### config.mk
export PLATFORM = sky130hd
export DESIGN_NAME = serial_adder
export DESIGN_NICKNAME = d
export VERILOG_FILES = /design/src/rtl/serial_adder.sv
export SDC_FILE = /design/constraint.sdc
export NUM_CORES = 1
export LEC_CHECK = 0
export ABC_CLOCK_PERIOD_IN_PS = 2900
export CORE_UTILIZATION = 55
export CTS_BUF_LIST = sky130_fd_sc_hd__clkbuf_16
export CTS_CLUSTER_DIAMETER = 120
export DETAILED_ROUTE_END_ITERATION = 8
export DONT_BUFFER_PORTS = 1
export HOLD_SLACK_MARGIN = 0.03
export PLACE_DENSITY = 0.78
export SKIP_LAST_GASP = 1
export SYNTH_ARGS = -nofsm -noshare
export SYNTH_HDL_FRONTEND = slang
export SYNTH_SLANG_ARGS = --single-unit
export TNS_END_PERCENT = 50
### constraint.sdc
create_clock -name clk -period 2.9 [get_ports clk]
set_input_delay 0.435 -clock clk [delete_from_list [all_inputs] [get_ports clk]]
set_output_delay 0.435 -clock clk [all_outputs]
set_load 0.1 [all_outputs]
### src/rtl/serial_adder.sv
// Multi-cycle adder/subtractor: one BPC-bit full-adder slice is reused WIDTH/BPC times,
// least-significant digit first, with valid/ready handshakes on both sides.
module serial_adder #(
  parameter int WIDTH = 8,
  parameter int BPC   = 1
) (
  input  logic             clk,
  input  logic             rst,
  input  logic             in_valid,
  output logic             in_ready,
  input  logic [WIDTH-1:0] a,
  input  logic [WIDTH-1:0] b,
  input  logic             cin,
  input  logic             sub,
  output logic             out_valid,
  input  logic             out_ready,
  output logic [WIDTH-1:0] sum,
  output logic             cout,
  output logic             ovf
);

  localparam int STEPS  = WIDTH / BPC;
  localparam int STEP_W = (STEPS > 1) ? $clog2(STEPS) : 1;
  localparam logic [STEP_W-1:0] LAST_STEP = STEP_W'(STEPS - 1);

  generate
    if (WIDTH < 1 || BPC < 1 || (WIDTH % BPC) != 0) begin : g_bad_params
      $error("serial_adder: WIDTH must be >= 1 and divisible by BPC");
    end
  endgenerate

  typedef enum logic [1:0] {
    S_IDLE,
    S_RUN,
    S_DONE
  } state_t;

  state_t              state;
  logic [WIDTH-1:0]    op_a;
  logic [WIDTH-1:0]    op_b;
  logic                carry;
  logic [STEP_W-1:0]   step;

  logic [BPC-1:0]      digit;
  logic                carry_next;
  logic                carry_into_top;
  logic [WIDTH-1:0]    res_next;

  // One ripple slice; the carry into its top bit feeds the overflow flag on the last step
  always_comb begin
    logic c;
    c              = carry;
    digit          = '0;
    carry_into_top = carry;
    for (int i = 0; i < BPC; i++) begin
      if (i == BPC - 1) carry_into_top = c;
      digit[i] = op_a[i] ^ op_b[i] ^ c;
      c        = (op_a[i] & op_b[i]) | (c & (op_a[i] ^ op_b[i]));
    end
    carry_next = c;
  end

  // Digits enter from the MSB side so the result is aligned once all steps are done
  generate
    if (STEPS > 1) begin : g_shift
      logic [WIDTH-BPC-1:0] res_shift;

      assign res_next = {digit, res_shift};

      always_ff @(posedge clk or posedge rst) begin
        if (rst) begin
          res_shift <= '0;
        end else if (state == S_RUN) begin
          res_shift <= res_next[WIDTH-1:BPC];
        end
      end
    end else begin : g_single
      assign res_next = digit;
    end
  endgenerate

  always_ff @(posedge clk or posedge rst) begin
    if (rst) begin
      state     <= S_IDLE;
      in_ready  <= 1'b1;
      out_valid <= 1'b0;
      op_a      <= '0;
      op_b      <= '0;
      carry     <= 1'b0;
      step      <= '0;
      sum       <= '0;
      cout      <= 1'b0;
      ovf       <= 1'b0;
    end else begin
      case (state)
        S_IDLE: begin
          if (in_valid) begin
            op_a     <= a;
            op_b     <= sub ? ~b : b;
            carry    <= sub ? 1'b1 : cin;
            step     <= '0;
            in_ready <= 1'b0;
            state    <= S_RUN;
          end
        end
        S_RUN: begin
          op_a  <= op_a >> BPC;
          op_b  <= op_b >> BPC;
          carry <= carry_next;
          step  <= step + 1'b1;
          if (step == LAST_STEP) begin
            sum       <= res_next;
            cout      <= carry_next;
            ovf       <= carry_into_top ^ carry_next;
            out_valid <= 1'b1;
            state     <= S_DONE;
          end
        end
        S_DONE: begin
          if (out_ready) begin
            out_valid <= 1'b0;
            in_ready  <= 1'b1;
            state     <= S_IDLE;
          end
        end
        default: begin
          out_valid <= 1'b0;
          in_ready  <= 1'b1;
          state     <= S_IDLE;
        end
      endcase
    end
  end

endmodule

Word-level counts from Yosys, hierarchy flattened:

Cells that the tools add are included.

* memories: 0
* input bits: 22
* bits in writable memories: 0
* latch bits: 0
* logic and storage cells: 54
* register bits after elaboration: 41
* bits in read-only memories: 0

* order comparisons: 0
* shift-type cells: 0
* divide/modulo/power cells: 0
* muxes and demuxes: 20
* reduce and logical (&&, ||, !) cells: 7
* $mul: 0
* equal/unequal tests: 6
* add/subtract/negate cells: 1
* bitwise logic cells: 9

Operator list (number)
* one-hot mux 8 bit (2 select lines): 2
* two-way mux 8 bit: 3
* AND reduction 3 bit: 3
* NOT 8 bit: 1
* two-way mux 1 bit: 6
* two-way mux 2 bit: 3
* one-hot mux 1 bit (3 select lines): 2
* one-hot mux 2 bit (3 select lines): 1
* one-hot mux 3 bit (2 select lines): 1
* inequality test 2 bit (second input constant): 2
* AND reduction 2 bit: 2
* adder 3 x 1 -> 3 bit (second input constant): 1
* == test 3 bit (second input constant): 1
* two-way mux 3 bit: 1
* bitwise XOR 1 bit: 3
* bitwise AND 1 bit: 2
* == test 2 x 1 -> 1 bit (second input constant): 1
* == test 2 bit (second input constant): 1
* logical NOT 2 bit: 1
* inequality test 2 x 1 -> 1 bit (second input constant): 1
* NOT 1 bit: 2
* one-hot mux 1 bit (2 select lines): 1
* nonzero test 2 bit: 1
* bitwise OR 1 bit: 1

Logic depth before layout (Yosys ltp):

Gate-level depths: netlist of the first run.

* depth in word-level cells: 4
* mapped depth: 6

Worst setup path before layout of the first run:

OpenSTA, ideal clock, no wires.

* path kind: reg-to-reg
* start: reg step[0]
* end: reg cout
* setup slack: 1.359 ns
* setup time: 0.126 ns
* stages on the path, launching flop included: 6
* required time: 2.774 ns
* arrival time: 1.415 ns
* cells stage by stage: dfrtp_1 ha_1 ha_1 nand3b_1 buf_2 mux2_2

* cells in the longest elaborated chain, start to end: 2

RTL lines
* start, declared: RTL line 42 `logic [STEP_W-1:0] step;`
* start signal, assigned: RTL line 110 `step <= step + 1'b1;`
* == test 3 bit: RTL line 111 `if (step == LAST_STEP) begin`
* AND reduction 2 bit (no line)
* end signal, assigned: RTL line 113 `cout <= carry_next;`
* end, declared: RTL line 18 `output logic cout,`

No other way between the ends.
A chain may end at the register's enable or synchronous reset.

Worst setup path in the final report of the first run:

* start: reg state[1]
* end: reg step[0]

* cells in the longest elaborated chain, start to end: 3
* elaborated cells on any way between the ends: 6
* those cells by class: eq/ne: 2; mux: 1; reduce/logical: 3

RTL lines
* start, declared: RTL line 38 `state_t state;`
* start signal, assigned: RTL line 84 `state <= S_IDLE;`
* start signal, assigned: RTL line 103 `state <= S_RUN;`
* start signal, assigned: RTL line 116 `state <= S_DONE;`
* == test 2 x 1 -> 1 bit / logical NOT 2 bit (equally long branches): RTL line 95 `case (state)`
* nonzero test 2 bit (no line) / inequality test 2 bit (equally long branches)
* AND reduction 2 bit (no line)

Parallel ways exist; a longest one is shown, timed or not.

==> metrics.csv, run 1 <==
metric,value,unit
Max clock buf depth,2,
post-route minimum period,1845,ps
type of origin of the critical path,flip-flop,
Layout fillers,240,
vias in the first global route,1168,
Area Growth Syn to Fin,8.577,%
Slew headroom,38.20,%
Syn Nets,181,
Post-Syn Instances,156,
TritonRoute pass-1 iters,4,
Worst Path Required,3070,ps
"commonest non-fill, non-tap cell in the layout",dfrtp_1,
die height,60.50,um
Sink Count,41,
# rows,20,
synth warn,0,
flop and latch count out of synthesis,41,
ANT cells,0,
ANT nets after route,0,
Post-synth ARST share,100.0,%
Top Ports,34,
outcome,"finished, final reports clean",
TritonCTS buffer count,5,
drt initial violations,82,
max-cap violation count,0,
Final Skew,5.801,ps
"Slew Viols, Final",0,
via count,1181,
postcts setup bufs,0,
placed cells,194,
H-tree level count,2,
most frequent cells in the layout,"dfrtp_1, mux2_2, a21oi_1, a22oi_1, nand2_1",
post-synthesis average cell area,12.06,um^2
chip width,60.50,um
gr usage total,20.67,%
antenna violations before repair,0,
core area,0.003153,mm^2
Vias/cell,5.876,
worst skew pair latency,280,ps
Resize count post-CTS,0,
number of synthesized flops with an enable pin,0,
largest net degree at the start of global routing,42,
fmax,542.0,MHz
Worst Setup Path Type,reg -> reg,
final-report hold violation count,0,
crit share post-route,63.62,%
Hold Buf Count CTS,0,
clk root buf,clkbuf_16,
initial core utilization,59.68,%
total gr overflow,0,
"Top FF cell, synth",dfrtp_1,
Syn Std Cell Area,0.001882,mm^2
CP arrival,2020,ps
Port Buffers,0,
DRC viols,0,
Final GP Congestion,0.7771,
HPWL Detailed,2192,um
# setup viols final,0,
sequential fraction of the synthesis area,54.59,%
clock-pin slew on the worst setup and hold paths,60,ps
RSZ-0062 raised after global routing,no,
layout cells sized above 1,18.47,%
total negative slack,0,ps
Worst Tran Pin Value,927.0,ps
Avg WL per Cell,16.29,um
Die ar.,0.003660,mm^2
"critical path fanouts, max",21,
fin nets,182,
CTS tree,built,
Unique masters post-synth,30,
fin cells,201,
worst hold-check path type,in -> async,
WL final,3274,um
critical path capture point type,flip-flop,
first-pass GRT wire length,5299,um
[cell type report]
cell class / count / area [um^2] / area share, %
timing repair buffer: 3 / 22.52 / 1.102
clock buffer: 5 / 125.1 / 6.124
clock inverter: 2 / 11.26 / 0.5511
sequential: 41 / 1027 / 50.28
inverter: 2 / 7.507 / 0.3674
tap: 44 / 55.05 / 2.694
multi-input combinational: 104 / 794.5 / 38.89
[synth_stat cells, drive strengths merged (2+ instances only)]
| master | count | area share (%) |
|---|---|---|
| ha | 2 | 1.3 |
| inv | 2 | 0.40 |
| o21ai | 7 | 1.9 |
| nor2 | 4 | 0.93 |
| and3b | 6 | 2.8 |
| buf | 8 | 2.6 |
| nor2b | 3 | 1.1 |
| mux2 | 17 | 10 |
| a22o | 2 | 0.93 |
| xor2 | 8 | 3.7 |
| dfrtp | 40 | 53 |
| nand2 | 11 | 2.2 |
| nor3b | 3 | 1.2 |
| and2b | 2 | 0.80 |
| a21oi | 13 | 3.5 |
| a22oi | 13 | 5.2 |
| o2bb2ai | 6 | 2.8 |
[registers in the layout (all words and copies together), names as in the netlist]
register / cells
ovf: 1
g_shift.res_shift: 7
out_valid: 1
in_ready: 1
state: 2
op_a: 8
carry: 1
sum: 8
op_b: 8
cout: 1
step: 3
[final timing paths]
path	start	endpoint	slack [ps]	cells after the start
hold reg to reg	op_a[2]$_DFFE_PP0P_	op_a[2]$_DFFE_PP0P_	490	1
hold / removal	rst	g_shift.res_shift[0]$_DFFE_PP0N_	160	2
min in group clk	out_ready	out_valid$_DFFE_PP0P_	250	1
max in group asynchronous	rst	in_ready$_DFFE_PP1P_	2370	2
setup reg to reg	state[1]$_DFFE_PP0P_	step[0]$_DFFE_PP0P_	1060	3
setup / recovery	state[1]$_DFFE_PP0P_	step[0]$_DFFE_PP0P_	1060	3
[through the flow]
stage               hold slack (ps)  cell area (um^2)  util, %  setup WS [ps]
detailed placement            478.6              1907    60.48           1091
CTS                           187.9              2043    64.80           1074
global route                  235.9              2043    64.80          941.9
finish                        164.1              2043    64.80           1055
floorplan                     456.4              1882        -           1359
global placement              471.6              1907    60.48           1151
[layer usage]
metal	GRT usage, %	up-vias	wire (um)
met1	24.72	585	1383
li1	-	564	-
met5	0	-	0
met3	8.742	5	180
met2	32.34	27	1657
met4	10.06	0	53
[logic make-up after synthesis]
group	share of synthesized area, %
XOR/XNOR	4.189
buffers and inverters	3.192
AO/OA/AOI/OAI	15.16
multiplexers	10.17
adder cells (fa/ha/maj)	2.393
flip-flops	54.59
AND/OR/NAND/NOR	10.31
[critical path: stages (launching register included)]
cell and delay [ps]:
dfrtp_1 430, nor2b_2 730, nor2_2 240, mux2_2 330
Power of run 1 is not shown: default switching activity piles up to over one toggle a cycle in this logic, so the estimate is an artifact.
==> run 2: changes to the inputs <==
Settings changed: ABC_CLOCK_PERIOD_IN_PS 2900 to 1750.
Clock period 2.9 ns to 1.75 ns, I/O delays scaled along.
==> run 2 against run 1 <==
Clock skew shrank 2.2 ps; count of clock-buffer cells in the layout is the same; critical path depth grew 2; core utilization grew 4.4 points; via count grew 7.1%; non-clock buffer count grew 18; flip-flop and latch count is the same; fmax grew 16%; design area grew 6.8%; register-to-register slack lost 890 ps; setup slack lost 890 ps; critical endpoint is now cout$_DFFE_PP0P_.
==> metrics.csv, run 2 (same netlist as run 1, synthesis figures left out) <==
metric,value,unit,change
outcome,"finished, final reports clean",,
initial core utilization,59.68,%,unchanged
critical path's top delay family,adder cells,,
die height,60.50,um,unchanged
clock-pin slew on the worst setup and hold paths,60,ps,about the same
Final Skew,3.610,ps,-2.191 ps
setup ws final,162.8,ps,-892.3 ps
"commonest non-fill, non-tap cell in the layout",dfrtp_1,,
Worst Setup Path Type,reg -> reg,,
final-report hold violation count,0,,unchanged
clk root buf,clkbuf_16,,
worst-case vdd ir drop,1.110,mV,
TritonCTS buffer count,5,,unchanged
Power Density,2209,mW/mm^2,
"Slew Viols, Final",0,,unchanged
Slew headroom,65.43,%,+27 points
DRC viols,0,,unchanged
Top Ports,34,,unchanged
Final Cell Area,0.002182,mm^2,+6.8%
chip width,60.50,um,unchanged
"most used cell, CP",ha_1,,
Layout fillers,252,,+5.0%
via count,1265,,+7.1%
Max clock buf depth,2,,unchanged
total negative slack,0,ps,unchanged
most frequent cells in the layout,"dfrtp_1, buf_4, mux2_2",,
Worst Tran Pin Value,518.6,ps,-408.4 ps
fin nets,200,,+9.9%
ANT nets after route,0,,unchanged
first-pass GRT wire length,5906,um,+11%
Critical path buffers and inverters,1,,+1
pre-CTS setup slack,188.0,ps,-902.9 ps
Comb pwr share,48.6,%,
Final GP Congestion,0.7710,,-0.78%
Avg WL per Cell,16.50,um,+1.3%
ANT cells,0,,unchanged
vias in the first global route,1281,,+9.7%
gr usage total,22.45,%,+1.8 points
crit-path cells,ha_1 -> ha_1 -> nand3b_1 -> buf_4 -> mux2_2,,
WL final,3629,um,+11%
Hold Buf Count CTS,1,,+1
# rows,20,,unchanged
register area,0.001027,mm^2,unchanged
Area Growth Syn to Fin,15.96,%,
max-cap violation count,0,,unchanged
switching share of power,44.74,%,
CTS tree,built,,
P_leak,0.001048,uW,
post-route minimum period,1587,ps,-257.7 ps
worst skew pair latency,280,ps,about the same
postcts setup bufs,0,,unchanged
Clock Power Share,17.6,%,
fmax,630.0,MHz,+16%
area of the multi-input gates,794.5,um^2,unchanged
"critical path fanouts, max",12,,-43%
Reg power frac,33.9,%,
Resize count post-CTS,0,,unchanged
largest net degree at the start of global routing,42,,unchanged
total gr overflow,0,,unchanged
NetSw,2157,uW,
total chip power,4821,uW,
critical path capture point type,flip-flop,,
drt initial violations,62,,-24%
crit share post-route,90.70,%,+27 points
Vias/cell,5.750,,-2.1%
antenna violations before repair,0,,unchanged
CP max stage delay,390,ps,-340 ps
type of origin of the critical path,flip-flop,,
CP arrival,1750,ps,-270 ps
RSZ-0062 raised after global routing,no,,
Sink Count,41,,unchanged
"Slowest-stage cell, CP",dfrtp_1,,
layout cells sized above 1,26.14,%,+7.7 points
Die ar.,0.003660,mm^2,unchanged
# setup viols final,0,,unchanged
core area,0.003153,mm^2,unchanged
placed inst area,0.002034,mm^2,+6.7%
HPWL Detailed,2406,um,+9.8%
Port Buffers,0,,unchanged
Int Pwr,2664,uW,
H-tree level count,2,,unchanged
Largest regs,"op_a x8, op_b x8, sum x8",,
worst hold-check path type,in -> reg,,
Worst Path Required,1910,ps,-1160 ps
TritonRoute pass-1 iters,4,,unchanged
## run 2: power by group through the flow
| stage | registers, uW | logic (uW) | clock network [uW] |
|---|---|---|---|
| detailed placement | 1640 | 2330 | 0 |
| CTS | 1630 | 2360 | 858 |
| global route | 1680 | 2510 | 888 |
| finish | 1630 | 2340 | 848 |
| global placement | 1610 | 2280 | 0 |
| floorplan | 2490 | 990 | 0 |
## run 2: metal layers
layer | wire, um | vias up | part of all wire, % | GRT usage, %
li1 | - | 602 | - | -
met1 | 1552 | 625 | 43 | 27.09
met2 | 1833 | 30 | 51 | 37.21
met3 | 183 | 8 | 5.0 | 7.676
met4 | 60 | 0 | 1.7 | 8.766
met5 | 0 | - | 0 | 0
## run 2: through the flow
step | util, % | cells | hold WS (ps)
floorplan | - | 156 | 360.8
global placement | 64.52 | 211 | 295.5
detailed placement | 64.52 | 211 | 310.3
CTS | 69.21 | 220 | 72.37
global route | 69.21 | 220 | 89.44
finish | 69.21 | 220 | 75.84
## run 2: final timing paths
path,startpoint,end,slack [ps],depth (start not counted)
worst min register to register,op_a[5]$_DFFE_PP0P_,op_a[5]$_DFFE_PP0P_,500,1
min in group asynchronous,rst,g_shift.res_shift[0]$_DFFE_PP0N_,550,3
worst max register to register,step[0]$_DFFE_PP0P_,cout$_DFFE_PP0P_,160,5
worst max-delay path,step[0]$_DFFE_PP0P_,cout$_DFFE_PP0P_,160,5
worst min-delay path,out_ready,out_valid$_DFFE_PP0P_,80,1
max in group asynchronous,rst,in_ready$_DFFE_PP1P_,820,3
## run 2: layout make-up
cell class                 count  share of cell area, %
inverter                       2                 0.3440
timing repair buffer          21                  7.339
clock buffer                   5                  5.734
multi-input combinational    104                  36.41
sequential                    41                  47.08
tap                           44                  2.523
clock inverter                 3                 0.5734
Note: power is estimated with default switching activity, not from simulation.
==> run 3: changes to the inputs <==
Settings changed: CTS_BUF_LIST sky130_fd_sc_hd__clkbuf_16 to default.
==> run 3 against run 2 <==
Global-route usage decreased by 1.6 points; register-to-register slack about the same; critical path depth unchanged; wire length decreased by 7.6%; hold slack improved by 27 ps; cell count increased by 0.45%; via count decreased by 2.1%; sequential power about the same; die area unchanged; critical path type unchanged.
==> metrics.csv, run 3 (same netlist as run 1, synthesis figures left out) <==
metric,value,unit,change
outcome,"finished, final reports clean",,
first-pass GRT wire length,5513,um,-6.7%
fmax,627.4,MHz,-0.43%
"Slew Viols, Final",0,,unchanged
largest net degree at the start of global routing,42,,unchanged
ANT cells,0,,unchanged
core area,0.003153,mm^2,unchanged
Final GP Congestion,0.7710,,unchanged
total negative slack,0,ps,unchanged
P_leak,0.001005,uW,-4.1%
gr usage total,20.88,%,-1.6 points
Vias/cell,5.606,,-2.5%
Worst Tran Pin Value,505.8,ps,-12.82 ps
Largest regs,"op_a x8, op_b x8, sum x8",,
critical path capture point type,flip-flop,,
"Slowest-stage cell, CP",dfrtp_1,,
CP arrival,1810,ps,+60 ps
via count,1239,,-2.1%
ANT nets after route,0,,unchanged
final-report hold violation count,0,,unchanged
"most used cell, CP",ha_1,,
crit share post-route,91.09,%,+0.39 points
worst-case vdd ir drop,0.9547,mV,-14%
placed inst area,0.002034,mm^2,unchanged
worst hold slack,102.8,ps,+26.97 ps
HPWL Detailed,2406,um,unchanged
postcts setup bufs,0,,unchanged
hold path startpoint,out_ready,,
antenna violations before repair,0,,unchanged
chip width,60.50,um,unchanged
Sink Count,41,,unchanged
TritonRoute pass-1 iters,4,,unchanged
Worst Setup Path Type,reg -> reg,,
TritonCTS buffer count,5,,unchanged
"critical path fanouts, max",12,,unchanged
RSZ-0062 raised after global routing,no,,
CTS tree,built,,
type of origin of the critical path,flip-flop,,
Final Skew,14.28,ps,+10.67 ps
Slew headroom,66.28,%,+0.85 points
layout cells sized above 1,25.99,%,-0.15 points
DRC viols,0,,unchanged
crit-path cells,ha_1 -> ha_1 -> nand3b_1 -> buf_4 -> mux2_2,,
# rows,20,,unchanged
CP max stage delay,410,ps,+20 ps
Resize count post-CTS,0,,unchanged
Area Growth Syn to Fin,11.84,%,
initial core utilization,59.68,%,unchanged
clk root buf,clkbuf_4,,
Die ar.,0.003660,mm^2,unchanged
Final Cell Area,0.002105,mm^2,-3.6%
Worst Path Required,1960,ps,+50 ps
Reg2Reg Launch Point,step[0]$_DFFE_PP0P_,,
fin nets,201,,+0.50%
die height,60.50,um,unchanged
clock-pin slew on the worst setup and hold paths,110,ps,+50 ps
Power Density,2078,mW/mm^2,-5.9%
H-tree level count,2,,unchanged
worst skew pair latency,330,ps,+50 ps
vias in the first global route,1239,,-3.3%
drt initial violations,62,,unchanged
Worst Setup SP,step[0]$_DFFE_PP0P_,,
total gr overflow,0,,unchanged
most frequent cells in the layout,"dfrtp_1, buf_4, mux2_2",,
"commonest non-fill, non-tap cell in the layout",dfrtp_1,,
Top Ports,34,,unchanged
max-cap violation count,0,,unchanged
# setup viols final,0,,unchanged
Avg WL per Cell,15.18,um,-8.0%
post-route minimum period,1594,ps,+6.807 ps
Port Buffers,0,,unchanged
Max clock buf depth,2,,unchanged
Hold Buf Count CTS,2,,+1
WL final,3354,um,-7.6%
worst hold-check path type,in -> reg,,
==> run 3: final timing paths <==
kind / to / slack [ps] / cells after the start
max in group asynchronous: in_ready$_DFFE_PP1P_ / 900 / 3
min in group asynchronous: g_shift.res_shift[0]$_DFFE_PP0N_ / 470 / 3
setup reg to reg: cout$_DFFE_PP0P_ / 160 / 5
hold / removal: state[1]$_DFFE_PP0P_ / 100 / 2
hold reg to reg: op_a[4]$_DFFE_PP0P_ / 510 / 1
setup / recovery: cout$_DFFE_PP0P_ / 160 / 5
==> run 3: critical path: cells and delay by family (launching register included) <==
kind / cells / cell delay, ps
adder cells (fa/ha/maj): 2 / 430
flip-flops: 1 / 410
multiplexers: 1 / 350
buffers and inverters: 1 / 190
AND/OR/NAND/NOR: 1 / 90
==> run 3: final cells by class <==
class                      instances  area (um^2)
sequential                        41         1027
timing repair buffer              22        170.2
multi-input combinational        104        794.5
clock buffer                       7        45.04
clock inverter                     1        5.005
tap                               44        55.05
inverter                           2        7.507
fill                             273         1049
==> run 3: metrics by stage <==
stage | power, uW | util [%] | setup slack [ps] | std cells
2_1_floorplan | 3482 | - | 208.9 | 156
3_3_place_gp | 3884 | 64.52 | 254.0 | 211
3_5_place_dp | 3972 | 64.52 | 188.0 | 211
4_1_cts | 4411 | 66.75 | 153.9 | 221
5_1_grt | 4638 | 66.75 | 109.0 | 221
6_report | 4374 | 66.75 | 156.0 | 221
==> run 3: layer usage <==
layer  wire, um  GRT usage, %  vias to the layer above
li1           -             -                      602
met1       1445         25.35                      607
met2       1702         34.69                       24
met3        171         6.397                        6
met4         35         8.766                        0
met5          0             0                        -
==> run 3: where the power goes <==
part           switching [uW]  internal (uW)
sequential                254           1360
combinational            1540            783
clock                     276            157
